--- src/rtl/morse_serializer.sv ---
// Serializes a latched 10-bit Morse word (five 2-bit symbols, MSB first) into timed short/long tone enables.
// Optional build macro MORSE_REPEAT_EN: repeat the word after a WORD_TICKS silence while start stays high.
module morse_serializer #(
    parameter int DOT_TICKS   = 4,
    parameter int DASH_TICKS  = 12,
    parameter int GAP_TICKS   = 4,
    parameter int SPACE_TICKS = 12,
    parameter int WORD_TICKS  = 28
) (
    input  logic       clk,
    input  logic       reset,
    input  logic       start,
    input  logic [9:0] morse,
    output logic       short,
    output logic       long,
    output logic       busy,
    output logic       done
);

    localparam logic [7:0] DOT_N   = (DOT_TICKS   == 0) ? 8'd1 : 8'(DOT_TICKS);
    localparam logic [7:0] DASH_N  = (DASH_TICKS  == 0) ? 8'd1 : 8'(DASH_TICKS);
    localparam logic [7:0] GAP_N   = (GAP_TICKS   == 0) ? 8'd1 : 8'(GAP_TICKS);
    localparam logic [7:0] SPACE_N = (SPACE_TICKS == 0) ? 8'd1 : 8'(SPACE_TICKS);

    typedef enum logic [2:0] {
        S_IDLE,
        S_TONE,
        S_GAP,
        S_SPACE,
`ifdef MORSE_REPEAT_EN
        S_WORDWAIT,
`endif
        S_FINISH
    } state_t;

    state_t      state, state_n;
    logic [7:0]  cnt, cnt_n;
    logic [2:0]  idx, idx_n;
    logic [9:0]  sreg, sreg_n;
    logic        dash, dash_n;
    logic        start_q;
    logic        do_dec;

`ifdef MORSE_REPEAT_EN
    localparam logic [7:0] WORD_N = (WORD_TICKS == 0) ? 8'd1 : 8'(WORD_TICKS);
    logic ww_end;
`else
    logic unused_word;
    assign unused_word = (WORD_TICKS != 0);
`endif

    always_comb begin
        state_n = state;
        cnt_n   = cnt;
        idx_n   = idx;
        sreg_n  = sreg;
        dash_n  = dash;
        do_dec  = 1'b0;
`ifdef MORSE_REPEAT_EN
        ww_end  = 1'b0;
`endif
        case (state)
            S_IDLE: begin
                if (start && !start_q) begin
                    sreg_n = morse;
                    idx_n  = 3'd0;
                    do_dec = 1'b1;
                end
            end
            S_TONE: begin
                if (cnt == 8'd1) begin
                    sreg_n = {sreg[7:0], 2'b00};
                    idx_n  = idx + 3'd1;
                    // Only a tone following a tone gets a silent gap.
                    if (idx_n != 3'd5 && (sreg_n[9:8] == 2'b01 || sreg_n[9:8] == 2'b10)) begin
                        state_n = S_GAP;
                        cnt_n   = GAP_N;
                    end else begin
                        do_dec = 1'b1;
                    end
                end else begin
                    cnt_n = cnt - 8'd1;
                end
            end
            S_GAP: begin
                if (cnt == 8'd1) do_dec = 1'b1;
                else             cnt_n  = cnt - 8'd1;
            end
            S_SPACE: begin
                if (cnt == 8'd1) begin
                    sreg_n = {sreg[7:0], 2'b00};
                    idx_n  = idx + 3'd1;
                    do_dec = 1'b1;
                end else begin
                    cnt_n = cnt - 8'd1;
                end
            end
`ifdef MORSE_REPEAT_EN
            // The FINISH cycle counts as the first cycle of the inter-word silence.
            S_FINISH: begin
                if (WORD_N == 8'd1) begin
                    ww_end = 1'b1;
                end else begin
                    state_n = S_WORDWAIT;
                    cnt_n   = WORD_N - 8'd1;
                end
            end
            S_WORDWAIT: begin
                if (cnt == 8'd1) ww_end = 1'b1;
                else             cnt_n  = cnt - 8'd1;
            end
`else
            S_FINISH: state_n = S_IDLE;
`endif
            default: state_n = S_IDLE;
        endcase

`ifdef MORSE_REPEAT_EN
        if (ww_end) begin
            if (start) begin
                sreg_n = morse;
                idx_n  = 3'd0;
                do_dec = 1'b1;
            end else begin
                state_n = S_IDLE;
            end
        end
`endif

        // Zero-time decode of the symbol now at the top of the shift register.
        if (do_dec) begin
            if (idx_n == 3'd5 || sreg_n[9:8] == 2'b00) begin
                state_n = S_FINISH;
            end else if (sreg_n[9:8] == 2'b01) begin
                state_n = S_TONE;
                dash_n  = 1'b0;
                cnt_n   = DOT_N;
            end else if (sreg_n[9:8] == 2'b10) begin
                state_n = S_TONE;
                dash_n  = 1'b1;
                cnt_n   = DASH_N;
            end else begin
                state_n = S_SPACE;
                cnt_n   = SPACE_N;
            end
        end
    end

    always_ff @(posedge clk) begin
        if (!reset) begin
            state   <= S_IDLE;
            cnt     <= 8'd0;
            idx     <= 3'd0;
            sreg    <= 10'd0;
            dash    <= 1'b0;
            start_q <= 1'b1;
            short   <= 1'b0;
            long    <= 1'b0;
            busy    <= 1'b0;
            done    <= 1'b0;
        end else begin
            state   <= state_n;
            cnt     <= cnt_n;
            idx     <= idx_n;
            sreg    <= sreg_n;
            dash    <= dash_n;
            start_q <= start;
            short   <= (state_n == S_TONE) && !dash_n;
            long    <= (state_n == S_TONE) && dash_n;
            busy    <= (state_n != S_IDLE) && (state_n != S_FINISH);
            done    <= (state_n == S_FINISH);
        end
    end

endmodule
--- config.mk ---
export PLATFORM = sky130hd
export DESIGN_NAME = morse_serializer
export DESIGN_NICKNAME = d
export VERILOG_FILES = /design/src/rtl/morse_serializer.sv
export SDC_FILE = /design/constraint.sdc
export NUM_CORES = 1
export LEC_CHECK = 0
export BUFFER_PORTS_ARGS = -buffer_cell sky130_fd_sc_hd__buf_2
export CORE_ASPECT_RATIO = 1.5
export CORE_MARGIN = 2
export CORE_UTILIZATION = 42
export DETAILED_ROUTE_END_ITERATION = 16
export SYNTH_ARGS = -nofsm -noshare
export SYNTH_HDL_FRONTEND = slang
export SYNTH_SLANG_ARGS = --single-unit
export TNS_END_PERCENT = 30
--- constraint.sdc ---
create_clock -name clk -period 2.1 [get_ports clk]
set_input_delay 0.42 -clock clk [delete_from_list [all_inputs] [get_ports clk]]
set_output_delay 0.42 -clock clk [all_outputs]
set_load 0.01 [all_outputs]
==> summary.txt, run 1 <==
Status
  – Status: finished with violations
  – Violated checks: negative setup slack

GRT
  – Total gr overflow: 0
  – Vias in the first global route: 1651
  – Global Route met3 Usage: 4.459%
  – M1 GR Usage: 22.31%
  – M2 GR Usage: 38.81%
  – Number of antenna violations at the first check in global routing: 0
  – Gr usage total: 21.48%
  – Maximum number of pins on one net before global-route repair: 22
  – Busiest layer in global routing: met2
  – Wire length of the first global-routing pass: 7.617 mm

Timing
  – Setup repair after global routing missed its margin: yes
  – Pins over their slew limit: 0
  – Hold Worst Slack: 0.3256 ns
  – Number of endpoints failing setup at the final stage: 1
  – Highest clock frequency the design can meet: 0.4715 GHz
  – Final cycle utilization of the critical path: 101.0%
  – Fin crit period: 2.121 ns
  – Least-Margin Pin Slew: 0.4936 ns
  – Worst Slack Setup Final: -0.02101 ns
  – Setup skew after layout: 0.005856 ns
  – Normalized max-slew margin: 66.97%
  – Total count of hold-check failures in the final report: 0
  – Setup tns final: -0.02101 ns

Place
  – Port-buffer cells: 16
  – Placed cell count: 270
  – HPWL after detailed placement: 3.230 mm
  – Placer Congestion: 0.9264

Logic synthesis
  – Post-synthesis async set-or-reset flop share: 0%
  – Net Count, Synth: 203
  – Avg Cell Area, Syn: 8.900 µm²
  – Number of distinct standard cells referenced by the synthesized netlist: 59
  – Simple-Gate Fraction of Synth Area: 26.08%
  – Post-synthesis xor/xnor area fraction: 1.058%
  – Commonest register cell after synthesis: dfxtp_1
  – Post-Syn Area: 1655 µm²
  – Number of synthesized register bits: 30
  – Post-synthesis cell count: 186
  – Mux share of post-synthesis cell area: 1.814%
  – Combinational family with the most area after synthesis: compound AO/OA/AOI/OAI gates
  – Complex-gate fraction of the synthesized area: 26.98%
  – Sequential cell area fraction in the yosys report: 36.28%
  – Number of enable-type register cells in the synthesized netlist: 0
  – Number of warnings issued by yosys: 0
  – Adder and majority cell fraction of the synthesized area: 3.023%

Worst setup path
  – Largest delay contributor family on the critical path: compound AO/OA/AOI/OAI gates
  – Maximum fanout count along the critical path: 4
  – Critical Path, Cell by Cell: or4_4, buf_4, a211oi_2, o22a_1, nand3_2, a2111oi_4
  – Data required time of the critical path: 2.28 ns
  – Kind of end point of the critical path: register
  – Crit-path slowest cell: or4_4
  – Worst path arrival time: 2.30 ns
  – Highest cell delay on the worst timing path: 0.59 ns
  – Worst setup SP type: register
  – CP bufs+invs: 1
  – Critical path class: reg -> reg

Cells and area
  – Layout overhead on the synthesized area: 33.79%
  – Number of inserted diodes: 0
  – Layout Cells excl Fill: 279
  – Layout fillers: 363
  – NumNets Final: 250
  – Layout cells sized above 1: 39.32%

Clocking
  – Number of clock buffers inserted by TritonCTS: 5
  – Clock slew at reported path FFs: 0.07 ns
  – Clk Tree Root Cell: clkbuf_8
  – Clock insertion delay at the later pin of the skew report: 0.28 ns
  – Clock tree from TritonCTS: done
  – H-tree depth: 2
  – Quantity of hold-fixing buffers added after cts: 0
  – Clock Sinks: 30
  – Maximum clock insertion buffer count: 2

Detailed routing
  – Number of violations reported at the end of detailed-routing iteration 0: 38
  – Via density per instance: 5.699
  – Vias: 1590
  – Remaining routing DRC violations: 0
  – WL/cell: 15.72 µm
  – Total routed wirelength: 4.386 mm
  – 1st-pass router iterations: 4
  – Antenna-violating nets left: 0

Floorplanning
  – Cell row count: 28
  – Core area: 3854 µm²
  – Die height: 80.89 µm
  – Overall die area: 4470 µm²
  – Effective utilization at floorplan: 42.95%
  – Width of the die: 55.26 µm
  – I/O pin count: 17

Job
  – Max Cap Viol: 0

Min path
  – HP Class: in -> reg

Power
  – Overall power of the completed layout: 1257 µW
  – Power density over cell area: 567.4 nW/µm²
  – Largest voltage drop on the vdd net: 438.6 µV
  – Leak: 0.0008833 µW
-- sequential cells by signal, summed over array words and instances, names as in the netlist --
name / count
done: 1
start_q: 1
sreg: 10
short: 1
state: 3
idx: 3
long: 1
dash: 1
busy: 1
cnt: 8
-- stage by stage --
stage               setup WS [ns]  utilization (%)  cell area (µm²)
floorplan                -0.04290                -             1717
global placement          -0.1352            52.56             2026
detailed placement        -0.2563            52.56             2026
CTS                      -0.06044            55.68             2146
global route              -0.1158            57.47             2215
finish                   -0.02101            57.47             2215
-- kinds of logic after synthesis --
family / count (synthesis)
AND/OR/NAND/NOR: 74
AO/OA/AOI/OAI: 55
flip-flops: 30
buffers and inverters: 18
adder cells (fa/ha/maj): 4
multiplexers: 3
XOR/XNOR: 2
-- where the power goes --
| part | internal, µW | total (µW) | leakage, µW | switching (µW) |
|---|---|---|---|---|
| combinational | 84.6 | 171 | 0.000590 | 86.4 |
| sequential | 584 | 595 | 0.000247 | 11.3 |
| clock | 263 | 491 | 0.0000472 | 228 |
-- cell usage after synthesis, drive strengths merged, types with 2 or more instances --
master,n,area (µm²)
a211oi,2,15.01
nand2,12,45.04
and4,3,26.28
buf,4,26.27
nor4,3,40.04
a311oi,2,35.04
nor3,9,50.05
nand2b,2,12.51
o31a,2,18.77
clkbuf,5,18.77
ha,4,50.05
inv,9,33.78
o21a,2,15.01
and2,2,12.51
nor2b,2,12.51
or2,2,12.52
o21ai,8,40.04
nor3b,3,22.52
a21oi,6,30.03
a21boi,10,75.07
mux2i,3,30.03
nor2,16,60.06
a31o,2,17.52
a22oi,6,45.04
a311o,2,20.02
or3,2,12.51
dfxtp,30,600.6
nand3,8,40.04
or4,3,22.52
a21o,2,15.01
-- timing repair --
action | in CTS | in global routing
gates resized for setup | 7 | 15
buffers inserted | 0 | 1
endpoints found under the setup margin | 13 | 13
pin swaps | 1 | 9
-- per-layer routing --
layer | vias to the layer above | wire, µm
met3 | 19 | 162
met4 | 0 | 190
met5 | - | 0
met2 | 33 | 2312
li1 | 781 | -
met1 | 757 | 1721
-- placed cells by master (no fill, tap or decap), drive strengths merged, types with 6 or more instances in the layout --
master	n
a22oi	6
o21ai	8
inv	9
nand2	12
a21boi	10
dfxtp	30
clkbuf	6
nor3	9
buf	49
nor2	16
nand3	8
a21oi	6
-- path summary, 6_finish.rpt --
kind | from | slack [ns] | to | depth (start not counted)
worst max-delay path | cnt[5]$_SDFF_PN0_ | -0.02 | short$_SDFF_PN0_ | 6
worst min-delay path | start | 0.33 | start_q$_SDFF_PN1_ | 2
worst max register to register | cnt[5]$_SDFF_PN0_ | -0.02 | short$_SDFF_PN0_ | 6
worst min register to register | sreg[3]$_SDFFE_PN0P_ | 0.47 | sreg[3]$_SDFFE_PN0P_ | 2
-- final cells by class --
cell class,count,area (µm²),share of cell area [%]
clock buffer,6,82.58,3.729
clock inverter,2,12.51,0.5650
inverter,9,33.78,1.525
multi-input combinational,138,1081,48.81
sequential,30,609.3,27.51
tap,45,56.30,2.542
timing repair buffer,49,339.1,15.31
Power figures use the tool's default switching activity.
==> run 2, diff against run 1 <==
--- a/config.mk
+++ b/config.mk
@@ -5,6 +5,7 @@
 export SDC_FILE = /design/constraint.sdc
 export NUM_CORES = 1
 export LEC_CHECK = 0
+export ABC_AREA = 1
 export BUFFER_PORTS_ARGS = -buffer_cell sky130_fd_sc_hd__buf_2
 export CORE_ASPECT_RATIO = 1.5
 export CORE_MARGIN = 2
==> run 2 against run 1 <==
Net effect:
- flip-flop and latch count did not move
- the run now ends clean
- sequential share of layout area rose by 3.9 points
- via count fell by 11%
- routed wire length fell by 24%
- fmax rose by 14%
==> summary.txt, run 2 <==
Logic synthesis
  – Sequential cell area fraction in the yosys report: 36.04% (-0.25 points)
  – Simple-Gate Fraction of Synth Area: 35.59% (+9.5 points)
  – Largest area contributor in the netlist: dfxtp_1
  – Mux share of post-synthesis cell area: 0% (-1.8 points)
  – Post-synthesis async set-or-reset flop share: 0% (unchanged)
  – Post-synthesis xor/xnor area fraction: 3.679% (+2.6 points)
  – Commonest register cell after synthesis: dfxtp_1
  – Leading cell types by total area after synthesis: dfxtp_1 36%, nand2_1 10%, inv_1 5.6%
  – Number of warnings issued by yosys: 0 (unchanged)
  – Most frequent cell after synthesis: nand2_1
  – Complex-gate fraction of the synthesized area: 12.84% (-14 points)
  – Top cells by count, synth: 45 x nand2_1, 30 x dfxtp_1, 25 x inv_1, 19 x nor2_1, 10 x a31oi_1
  – Number of enable-type register cells in the synthesized netlist: 0 (unchanged)
  – Avg Cell Area, Syn: 7.788 µm² (-12%)
  – Net Count, Synth: 231 (+14%)
  – Number of distinct standard cells referenced by the synthesized netlist: 33 (-44%)
  – Adder and majority cell fraction of the synthesized area: 3.003% (-0.020 points)
  – Post-Syn Area: 1667 µm² (+0.68%)
  – Number of synthesized register bits: 30 (unchanged)
  – Synth top area share: 36.04% (-0.25 points)
  – Combinational family with the most area after synthesis: simple AND/OR/NAND/NOR gates
  – Post-synthesis cell count: 214 (+15%)

Job
  – Max Cap Viol: 0 (unchanged)

Timing
  – Total count of hold-check failures in the final report: 0 (unchanged)
  – Pins over their slew limit: 0 (unchanged)
  – Number of endpoints failing setup at the final stage: 0 (-1)
  – Highest clock frequency the design can meet: 0.5397 GHz (+14%)
  – Hold Worst Slack: 0.3381 ns (+0.01248 ns)
  – Normalized max-slew margin: 52.50% (-14 points)
  – Fin crit period: 1.853 ns (-0.2682 ns)
  – Setup repair after global routing missed its margin: no
  – Setup skew after layout: 0.003395 ns (-0.002461 ns)
  – Least-Margin Pin Slew: 0.7117 ns (+0.2180 ns)
  – Final cycle utilization of the critical path: 88.23% (-13 points)
  – Setup tns final: 0 ns (+0.02101 ns)

Clocking
  – Clk Tree Root Cell: clkbuf_8
  – Clock tree from TritonCTS: done
  – Clock slew at reported path FFs: 0.06 ns (about the same)
  – H-tree depth: 2 (unchanged)
  – Quantity of hold-fixing buffers added after cts: 0 (unchanged)
  – Maximum clock insertion buffer count: 2 (unchanged)
  – Number of clock buffers inserted by TritonCTS: 5 (unchanged)
  – Number of buffers added for setup after CTS: 0 (unchanged)
  – Clock insertion delay at the later pin of the skew report: 0.28 ns (about the same)
  – Post-cts repair resize count: 0 (-7)
  – Clock Sinks: 30 (unchanged)

Min path
  – Min-Delay Startpoint: start
  – Endpoint of the worst hold path: start_q$_SDFF_PN1_
  – HP Class: in -> reg
  – Hold-critical path depth: 2 (unchanged)

Worst setup path
  – Worst reg-to-reg setup slack: 0.25 ns (+0.27 ns)
  – Number of cells on the worst reg-to-reg path: 14 (+8)
  – Maximum fanout count along the critical path: 8 (+4)
  – Worst setup SP type: register
  – Data required time of the critical path: 2.33 ns (+0.05 ns)
  – Kind of end point of the critical path: register
  – Worst path arrival time: 2.08 ns (-0.22 ns)
  – Source of the worst register-to-register timing path: cnt[1]$_SDFF_PN0_
  – Critical path class: reg -> reg
  – Reg2Reg Capture Point: cnt[6]$_SDFF_PN0_

Cells and area
  – Layout cells sized above 1: 28.69% (-11 points)
  – Number of inserted diodes: 0 (unchanged)
  – Largest registers in the final layout: sreg: 10 flops, cnt: 8 flops
  – Most common cell after layout, fill and taps aside: nand2_1
  – Most frequent cells in the layout: 45 x nand2_1, 30 x dfxtp_1, 25 x inv_1
  – Layout overhead on the synthesized area: 14.79%
  – Largest register by flop count: sreg
  – Fraction of the core area covered by cells at the end of the flow: 49.20% (-8.3 points)
  – Flip-flop count of the largest register, all copies and words added: 10 (unchanged)
  – Layout fillers: 401 (+10%)
  – NumNets Final: 253 (+1.2%)

Detailed routing
  – Number of violations reported at the end of detailed-routing iteration 0: 32 (-16%)
  – Vias: 1408 (-11%)
  – Antenna-violating nets left: 0 (unchanged)
  – Remaining routing DRC violations: 0 (unchanged)
  – WL/cell: 11.88 µm (-24%)
  – Via density per instance: 4.993 (-12%)
  – 1st-pass router iterations: 4 (unchanged)
  – Total routed wirelength: 3.351 mm (-24%)

GRT
  – M2 GR Usage: 32.02% (-6.8 points)
  – Gr usage total: 16.91% (-4.6 points)
  – M1 GR Usage: 16.59% (-5.7 points)
  – Wire length of the first global-routing pass: 5.865 mm (-23%)
  – Global Route met3 Usage: 3.344% (-1.1 points)
  – Busiest layer in global routing: met2
  – Maximum number of pins on one net before global-route repair: 22 (unchanged)
  – Number of antenna violations at the first check in global routing: 0 (unchanged)
  – Vias in the first global route: 1364 (-17%)
  – Total gr overflow: 0 (unchanged)

Power
  – Part of the power in registers: 46.5% (-0.8 points)
  – Part of the power in the clock network: 42.0% (+3.0 points)
  – Internal: 970.1 µW (+4.2%)
  – Largest voltage drop on the vdd net: 455.1 µV (+3.8%)
  – Switching power summed over all nets: 312.3 µW (-4.0%)
  – Leak: 0.0008495 µW (-3.8%)
  – Power density over cell area: 670.3 nW/µm² (+18%)
  – Sw Ratio: 24.36% (-1.5 points)
  – Combinational share of power: 11.5% (-2.1 points)

Floorplanning
  – Effective utilization at floorplan: 42.86% (-0.097 points)
  – Width of the die: 55.44 µm (+0.32%)
  – Core area: 3889 µm² (+0.91%)
  – Cell row count: 28 (unchanged)
  – Overall die area: 4499 µm² (+0.64%)
  – Die height: 81.15 µm (+0.32%)
  – I/O pin count: 17 (unchanged)

Place
  – Placer Congestion: 0.8052 (-13%)
  – HPWL after detailed placement: 2.672 mm (-17%)
  – Port-buffer cells: 16 (unchanged)

Status
  – Status: finished, final reports clean
-- run 2: stage by stage --
step / cell area (µm²) / setup slack, ns / cells / total power [µW]
6_report: 1913 / 0.2472 / 282 / 1282
3_5_place_dp: 1803 / 0.2670 / 274 / 757.9
5_1_grt: 1913 / 0.05125 / 282 / 1344
4_1_cts: 1913 / 0.2390 / 282 / 1299
2_1_floorplan: 1667 / 0.4558 / 214 / 721.0
3_3_place_gp: 1803 / 0.2836 / 274 / 758.8
-- run 2: per-layer routing --
metal	share of wire [%]	vias to the layer above
li1	-	728
met1	39	644
met2	55	26
met3	2.7	10
met4	3.4	0
met5	0	-
-- run 2: area by class of cell --
class | instances | area (µm²) | share of cell area, %
timing repair buffer | 17 | 87.58 | 4.578
tap | 45 | 56.30 | 2.943
clock buffer | 8 | 110.1 | 5.755
multi-input combinational | 146 | 918.4 | 48.01
inverter | 36 | 140.1 | 7.325
sequential | 30 | 600.6 | 31.39
-- run 2: worst max-delay path by stage --
stage | from | end | depth (start not counted)
after floorplan | cnt[1]$_SDFF_PN0_ | cnt[6]$_SDFF_PN0_ | 14
after global placement | cnt[1]$_SDFF_PN0_ | cnt[6]$_SDFF_PN0_ | 14
after detailed placement | cnt[1]$_SDFF_PN0_ | cnt[6]$_SDFF_PN0_ | 14
after CTS | cnt[1]$_SDFF_PN0_ | cnt[6]$_SDFF_PN0_ | 14
after global routing | cnt[1]$_SDFF_PN0_ | long$_SDFF_PN0_ | 14
final | cnt[1]$_SDFF_PN0_ | cnt[6]$_SDFF_PN0_ | 14
-- run 2: kinds of logic after synthesis --
kind of cell / Yosys count
buf+inv: 38
simple gates: 105
flops: 30
compound gates: 30
fa+ha+maj: 4
xor+xnor: 7
-- run 2: power groups by stage --
stage	combinational, µW	sequential [µW]	clock [µW]
detailed placement	148	609	0
global route	167	598	579
finish	147	597	539
floorplan	113	607	0
CTS	149	597	553
global placement	149	609	0
-- run 2: critical path: stages, from the launching register on --
cell and delay [ns]:
dfxtp_1 0.31, inv_1 0.11, ha_1 0.21, nand2_1 0.07, nor2_2 0.13, nand3_4 0.13
inv_4 0.12, nand2_1 0.08, nand2_2 0.10, nand3_4 0.12, nand3_4 0.13, nand2_4 0.09
inv_2 0.07, o211ai_2 0.07, inv_2 0.05
